### src/rtl/gigatron_out_stage_if.sv
// gigatron_out_stage_if
//   CPU-to-output-stage write bus. The CPU side (master) presents one OUT
//   write per cycle; the output stage (slave) never back-pressures it.
//   i_Out_Valid : an OUT-destination instruction executes this cycle
//   i_Out_Data  : ALU result being written to OUT
//   i_Acc       : accumulator before the current instruction (XOUT source)
interface gigatron_out_stage_if;
  logic       i_Out_Valid;
  logic [7:0] i_Out_Data;
  logic [7:0] i_Acc;

  modport master (output i_Out_Valid, output i_Out_Data, output i_Acc);
  modport slave  (input  i_Out_Valid, input  i_Out_Data, input  i_Acc);
endinterface

### src/rtl/gigatron_out_stage.sv
// gigatron_out_stage
//   Captures Gigatron OUT-port writes, latches XOUT on the hsync rising edge,
//   drives the VGA pins and LEDs, and measures video-loop health:
//   lines per frame, OUT writes per line, and an hsync-loss watchdog.
//   Ports:
//     i_Clk, i_Rst_L   clock, asynchronous active-low reset
//     out_bus          OUT write bus (valid / data / accumulator)
//     o_VGA_*          sync pins and 2->3 bit expanded colour
//     o_Leds           XOUT[3:0]
//     o_Line_Count     hsync falling edges in the last complete frame
//     o_Line_Writes    OUT writes in the last complete line
//     o_Frame_Toggle   inverts on every vsync falling edge
//     o_Sync_Lost      no hsync falling edge for more than SYNC_TIMEOUT clocks
module gigatron_out_stage #(
  parameter int unsigned SYNC_TIMEOUT = 1024  // legal range 2..65535
) (
  input  logic                        i_Clk,
  input  logic                        i_Rst_L,
  gigatron_out_stage_if.slave         out_bus,
  output logic                        o_VGA_HSync,
  output logic                        o_VGA_VSync,
  output logic [2:0]                  o_VGA_Red,
  output logic [2:0]                  o_VGA_Grn,
  output logic [2:0]                  o_VGA_Blu,
  output logic [3:0]                  o_Leds,
  output logic [9:0]                  o_Line_Count,
  output logic [7:0]                  o_Line_Writes,
  output logic                        o_Frame_Toggle,
  output logic                        o_Sync_Lost
);

  localparam logic [15:0] WD_LIMIT  = 16'(SYNC_TIMEOUT);
  localparam logic [9:0]  LINE_MAX  = '1;
  localparam logic [7:0]  WRITE_MAX = '1;

  logic [7:0]  out_q;
  logic [3:0]  xout_q;   // only the LED nibble of XOUT is observable
  logic [9:0]  line_cnt;
  logic [7:0]  wcnt;
  logic [15:0] wd_cnt;

  logic hfall, hrise, vfall;

  // Edges compare the held OUT value against the value being written now,
  // so a write that leaves a sync bit unchanged produces no edge.
  always_comb begin
    hfall = out_bus.i_Out_Valid &  out_q[6] & ~out_bus.i_Out_Data[6];
    hrise = out_bus.i_Out_Valid & ~out_q[6] &  out_bus.i_Out_Data[6];
    vfall = out_bus.i_Out_Valid &  out_q[7] & ~out_bus.i_Out_Data[7];
  end

  always_ff @(posedge i_Clk or negedge i_Rst_L) begin
    if (!i_Rst_L) begin
      out_q          <= 8'hC0;
      xout_q         <= '0;
      line_cnt       <= '0;
      wcnt           <= '0;
      wd_cnt         <= '0;
      o_Line_Count   <= '0;
      o_Line_Writes  <= '0;
      o_Frame_Toggle <= 1'b0;
      o_Sync_Lost    <= 1'b1;
    end else begin
      if (out_bus.i_Out_Valid) out_q <= out_bus.i_Out_Data;

      if (hrise) xout_q <= out_bus.i_Acc[3:0];

      // An hfall in the same write as vfall is the first line of the new frame.
      if (vfall) begin
        o_Line_Count   <= line_cnt;
        line_cnt       <= hfall ? 10'd1 : 10'd0;
        o_Frame_Toggle <= ~o_Frame_Toggle;
      end else if (hfall && line_cnt != LINE_MAX) begin
        line_cnt <= line_cnt + 10'd1;
      end

      // The hfall write itself is the first write of the new line.
      if (hfall) begin
        o_Line_Writes <= wcnt;
        wcnt          <= 8'd1;
      end else if (out_bus.i_Out_Valid && wcnt != WRITE_MAX) begin
        wcnt <= wcnt + 8'd1;
      end

      if (hfall) begin
        wd_cnt      <= '0;
        o_Sync_Lost <= 1'b0;
      end else if (wd_cnt == WD_LIMIT) begin
        o_Sync_Lost <= 1'b1;
      end else begin
        wd_cnt <= wd_cnt + 16'd1;
      end
    end
  end

  assign o_VGA_HSync = out_q[6];
  assign o_VGA_VSync = out_q[7];
  assign o_VGA_Red   = {out_q[1], out_q[0], out_q[1]};
  assign o_VGA_Grn   = {out_q[3], out_q[2], out_q[3]};
  assign o_VGA_Blu   = {out_q[5], out_q[4], out_q[5]};
  assign o_Leds      = xout_q;

endmodule

### src/flat_wrapper.sv
// flat-port wrapper written by rule: the top's interface ports become plain ports
module gigatron_out_stage_flat 
#(
  parameter int unsigned SYNC_TIMEOUT = 1024                         
)
  (i_Clk, i_Rst_L, o_VGA_HSync, o_VGA_VSync, o_VGA_Red, o_VGA_Grn, o_VGA_Blu, o_Leds, o_Line_Count, o_Line_Writes, o_Frame_Toggle, o_Sync_Lost, out_bus_i_Out_Valid, out_bus_i_Out_Data, out_bus_i_Acc);
  gigatron_out_stage_if out_bus_i ();
  input  logic i_Clk;
  input  logic i_Rst_L;
  output logic o_VGA_HSync;
  output logic o_VGA_VSync;
  output logic [2:0] o_VGA_Red;
  output logic [2:0] o_VGA_Grn;
  output logic [2:0] o_VGA_Blu;
  output logic [3:0] o_Leds;
  output logic [9:0] o_Line_Count;
  output logic [7:0] o_Line_Writes;
  output logic o_Frame_Toggle;
  output logic o_Sync_Lost;
  input wire logic [$bits(out_bus_i.i_Out_Valid)-1:0] out_bus_i_Out_Valid;
  input wire logic [$bits(out_bus_i.i_Out_Data)-1:0] out_bus_i_Out_Data;
  input wire logic [$bits(out_bus_i.i_Acc)-1:0] out_bus_i_Acc;
  assign out_bus_i.i_Out_Valid = out_bus_i_Out_Valid;
  assign out_bus_i.i_Out_Data = out_bus_i_Out_Data;
  assign out_bus_i.i_Acc = out_bus_i_Acc;
  gigatron_out_stage #(.SYNC_TIMEOUT(SYNC_TIMEOUT)) u_core (.i_Clk(i_Clk), .i_Rst_L(i_Rst_L), .out_bus(out_bus_i), .o_VGA_HSync(o_VGA_HSync), .o_VGA_VSync(o_VGA_VSync), .o_VGA_Red(o_VGA_Red), .o_VGA_Grn(o_VGA_Grn), .o_VGA_Blu(o_VGA_Blu), .o_Leds(o_Leds), .o_Line_Count(o_Line_Count), .o_Line_Writes(o_Line_Writes), .o_Frame_Toggle(o_Frame_Toggle), .o_Sync_Lost(o_Sync_Lost));
endmodule
### config.mk
export PLATFORM = sky130hd
export DESIGN_NAME = gigatron_out_stage_flat
export DESIGN_NICKNAME = d
export VERILOG_FILES = /design/src/rtl/gigatron_out_stage_if.sv /design/src/rtl/gigatron_out_stage.sv /design/src/flat_wrapper.sv
export SDC_FILE = /design/constraint.sdc
export NUM_CORES = 1
export LEC_CHECK = 0
export ABC_AREA = 1
export BUFFER_PORTS_ARGS = -buffer_cell sky130_fd_sc_hd__buf_4
export CORE_UTILIZATION = 30
export CTS_BUF_LIST = sky130_fd_sc_hd__clkbuf_8
export CTS_CLUSTER_DIAMETER = 100
export DETAILED_ROUTE_END_ITERATION = 6
export SETUP_SLACK_MARGIN = 0.05
export SLEW_MARGIN = 20
export SYNTH_ARGS = -nofsm -noshare
export SYNTH_HDL_FRONTEND = slang
export SYNTH_SLANG_ARGS = --single-unit
### constraint.sdc
create_clock -name i_Clk -period 4.1 [get_ports i_Clk]
set_clock_uncertainty 0.1 [all_clocks]
set_input_delay 0.82 -clock i_Clk [delete_from_list [all_inputs] [get_ports i_Clk]]
set_output_delay 0.82 -clock i_Clk [all_outputs]
set_load 0.1 [all_outputs]
==> flow_metrics.tcl <==
set metrics [dict create \
    status "finished clean" \
    hold_start "u_core.o_Sync_Lost$_DFFE_PN1P_" \
    place_hpwl_mm 4.66 \
    fin_ws_ns 1.81 \
    synthXorXnorAreaFrac_pct 1.90 \
    synth_adder_area_share_pct 1.55 \
    fin_nets 476 \
    crit_fanout 24 \
    synth_mux_area_share_pct 1.40 \
    crit_chain "buf_4, inv_2, nor2_1, nand2_1, nand3_1, o21ai_0" \
    ys_seq_area_share_pct 51.4 \
    synth_compound_area_share_pct 7.54 \
    grt_pass1_vias 2689 \
    synth.avg_cell_area_um2 7.99 \
    multi_input_comb_area_um2 1350 \
    globalplace.congestion 0.784 \
    hold_violations 0 \
    die_area_um2 11200 \
    slew_violations 0 \
    drive_above_1_share_pct 18.1 \
    reg2reg_to "u_core.line_cnt[9]$_DFFE_PN0P_" \
    seqCellArea_um2 1660 \
    cts_buffers 9 \
    dp_slack_ns 1.43 \
    die_w_um 106 \
    antenna_left 0 \
    post_cts.repair.setup_buffers 0 \
    antenna_found_initial 0 \
    grt_pass1_wl_mm 12.1 \
    cp.arrival_ns 2.44 \
    firstDrtPassIters 4 \
    cts_tree "done" \
    cts_resized 0 \
    reg2regPathDepth 6 \
    slew_headroom_pct 43.4 \
    rsz0062_at_grt "false" \
    grt_max_degree 67 \
    p_leak_nw 1.93 \
    grt.overflow.total 0 \
    synth_nets 426 \
    fillerInstances 1070 \
    fin_crit_sh_pct 55.9 \
    cts_buffer_depth 2 \
    drt-wirelength-per-cell_um 11.4 \
    ios 54 \
    ir_drop_mv 0.327 \
    area_growth_pct 21.0 \
    drt_iter0_drc 149 \
    root_buffer "clkbuf_8" \
    vias 2733 \
    start_util_pct 31.1 \
    crit_path_top_delay_cell "nand2_1" \
    hold_buffers 0 \
    cp-end-kind "register" \
    worst_pin_slew_ns 0.849 \
    viasPerCell 4.60 \
    synth_cell_type_count 26 \
    min_path_cells 2 \
    setup_viol 0 \
    row_count 37 \
    ys_warn_count 0 \
    drv_cap 0 \
    core_area_um2 10400 \
    timing.hold.worst.class "register to register" \
    synthCells 403 \
    p_per_area_nw_per_um2 528 \
    placed_area_um2 3700 \
    synth_top_family_by_area "simple AND/OR/NAND/NOR gates" \
    n_antenna_cell 0 \
    regToRegSetupSlack_ns 2.27 \
    yosys.area_share.simple_pct 29.4 \
    fin_tns_setup_ns 0 \
    power.total_mw 2.06 \
    critPathMaxStageDelay_ns 0.56 \
    reg2reg_from "u_core.out_q[7]$_DFFE_PN1P_" \
    clk_pin_slew_worst_paths_ns 0.08 \
    die_h_um 106 \
    htree_levels 3 \
    hold_end "u_core.o_Sync_Lost$_DFFE_PN1P_" \
    worstSkewPairLatency_ns 0.34 \
    ys_ff_latch 66 \
    grt.total_usage_pct 13.6 \
    routed_wl_mm 6.76 \
    io_buffers 49 \
    timing.fmax_ghz 0.437 \
    finalInstanceArea_um2 3900 \
    critPathLaunchType "input port" \
    crit_required_ns 4.25 \
    syn_area_um2 3220 \
    drc 0 \
    crit_type "input port to register" \
    finalCriticalPeriod_ns 2.29 \
    cts.sinks 66 \
]
[synth_stat cells]
cell type / instances / area (um^2)
a21oi_1: 11 / 55.1
inv_2: 2 / 7.51
dfstp_2: 3 / 78.8
ha_1: 4 / 50.1
o21bai_1: 2 / 15.0
nand3_1: 37 / 185
buf_6: 1 / 11.3
nor2_2: 2 / 12.5
nor3_1: 5 / 25.0
xor2_1: 5 / 43.8
buf_2: 8 / 40.0
a31oi_1: 2 / 12.5
nand2_1: 126 / 473
nor2_4: 2 / 22.5
nand3b_1: 1 / 7.51
inv_1: 37 / 139
dfrtp_1: 63 / 1580
nor2_1: 41 / 154
nand3_2: 1 / 10.0
nand2_2: 4 / 25.0
nand4_1: 5 / 31.3
mux2_2: 4 / 45.0
buf_4: 3 / 22.5
xnor2_1: 2 / 17.5
o21ai_1: 7 / 35.0
o21ai_0: 25 / 125
[worst max-delay path: cells and delay by family]
kind / cells / cell delay, ns
AND/OR/NAND/NOR: 3 / 1.01
buffers and inverters: 2 / 0.33
AO/OA/AOI/OAI: 1 / 0.27
[stage by stage]
| stage | instances | hold slack [ns] | utilization (%) |
|---|---|---|---|
| after floorplan | 403 | 0.375 | - |
| after global placement | 578 | 0.356 | 35.7 |
| after detailed placement | 578 | 0.359 | 35.7 |
| after CTS | 594 | 0.370 | 37.6 |
| after global routing | 594 | 0.395 | 37.6 |
| final | 594 | 0.367 | 37.6 |
[cells in the final DEF (no fill, tap or decap), drive strengths merged, types with 2 or more instances in the layout]
cell type | synthesis | final
nand2 | 130 | 130
nor3 | 5 | 5
xnor2 | 2 | 2
buf | 12 | 51
ha | 4 | 4
o21ai | 32 | 32
a31oi | 2 | 2
mux2 | 4 | 4
clkinv | 0 | 2
dfstp | 3 | 3
dfrtp | 63 | 63
clkbuf | 0 | 10
inv | 39 | 41
a21oi | 11 | 11
xor2 | 5 | 5
nor2 | 45 | 45
o21bai | 2 | 2
nand3 | 38 | 38
nand4 | 5 | 5
[power breakdown]
part	switching [mW]	total (mW)	internal, mW	leakage [nW]
combinational	0.520	0.679	0.159	0.953
clock	0.254	0.547	0.293	0.105
sequential	0.0845	0.830	0.746	0.869
[how the worst max path moves through the flow]
stage / startpoint / end / slack [ns] / cells after the start
final: out_bus_i_Out_Valid / u_core.line_cnt[4]$_DFFE_PN0P_ / 1.81 / 6
after global routing: out_bus_i_Out_Valid / u_core.line_cnt[6]$_DFFE_PN0P_ / 1.62 / 6
after CTS: out_bus_i_Out_Valid / u_core.line_cnt[4]$_DFFE_PN0P_ / 1.79 / 6
after detailed placement: out_bus_i_Out_Valid / u_core.line_cnt[4]$_DFFE_PN0P_ / 1.43 / 6
after global placement: out_bus_i_Out_Valid / u_core.line_cnt[8]$_DFFE_PN0P_ / 1.41 / 6
after floorplan: u_core.out_q[5]$_DFFE_PN0P_ / o_VGA_Blu[2] / 1.84 / 1
[cell type report]
class	count	area share [%]
Sequential cell	66	42.5
Multi-Input combinational cell	286	34.5
Timing Repair Buffer	51	9.83
Tap cell	136	4.37
Inverter	39	3.76
Clock buffer	10	3.53
Clock inverter	6	1.51
[state kept, by name, summed over array words and instances, names as in the netlist]
signal                 cells
u_core.wd_cnt             16
u_core.line_cnt           10
u_core.o_Line_Count       10
u_core.o_Line_Writes       8
u_core.out_q               8
u_core.wcnt                8
u_core.o_Leds              4
u_core.o_Frame_Toggle      1
u_core.o_Sync_Lost         1
[metal layers]
| layer | GRT usage (%) | vias up | routed length, um |
|---|---|---|---|
| li1 | - | 1381 | - |
| met1 | 16.6 | 1273 | 3150 |
| met2 | 22.5 | 73 | 3160 |
| met3 | 3.40 | 6 | 366 |
| met4 | 6.45 | 0 | 89 |
| met5 | 0 | - | 0 |
[cell families after synthesis]
kind of cell             Yosys count
AND/OR/NAND/NOR                  224
flip-flops                        66
multiplexers                       4
AO/OA/AOI/OAI                     47
XOR/XNOR                           7
buffers and inverters             51
adder cells (fa/ha/maj)            4
No activity file was read; power rests on OpenSTA's default activity.
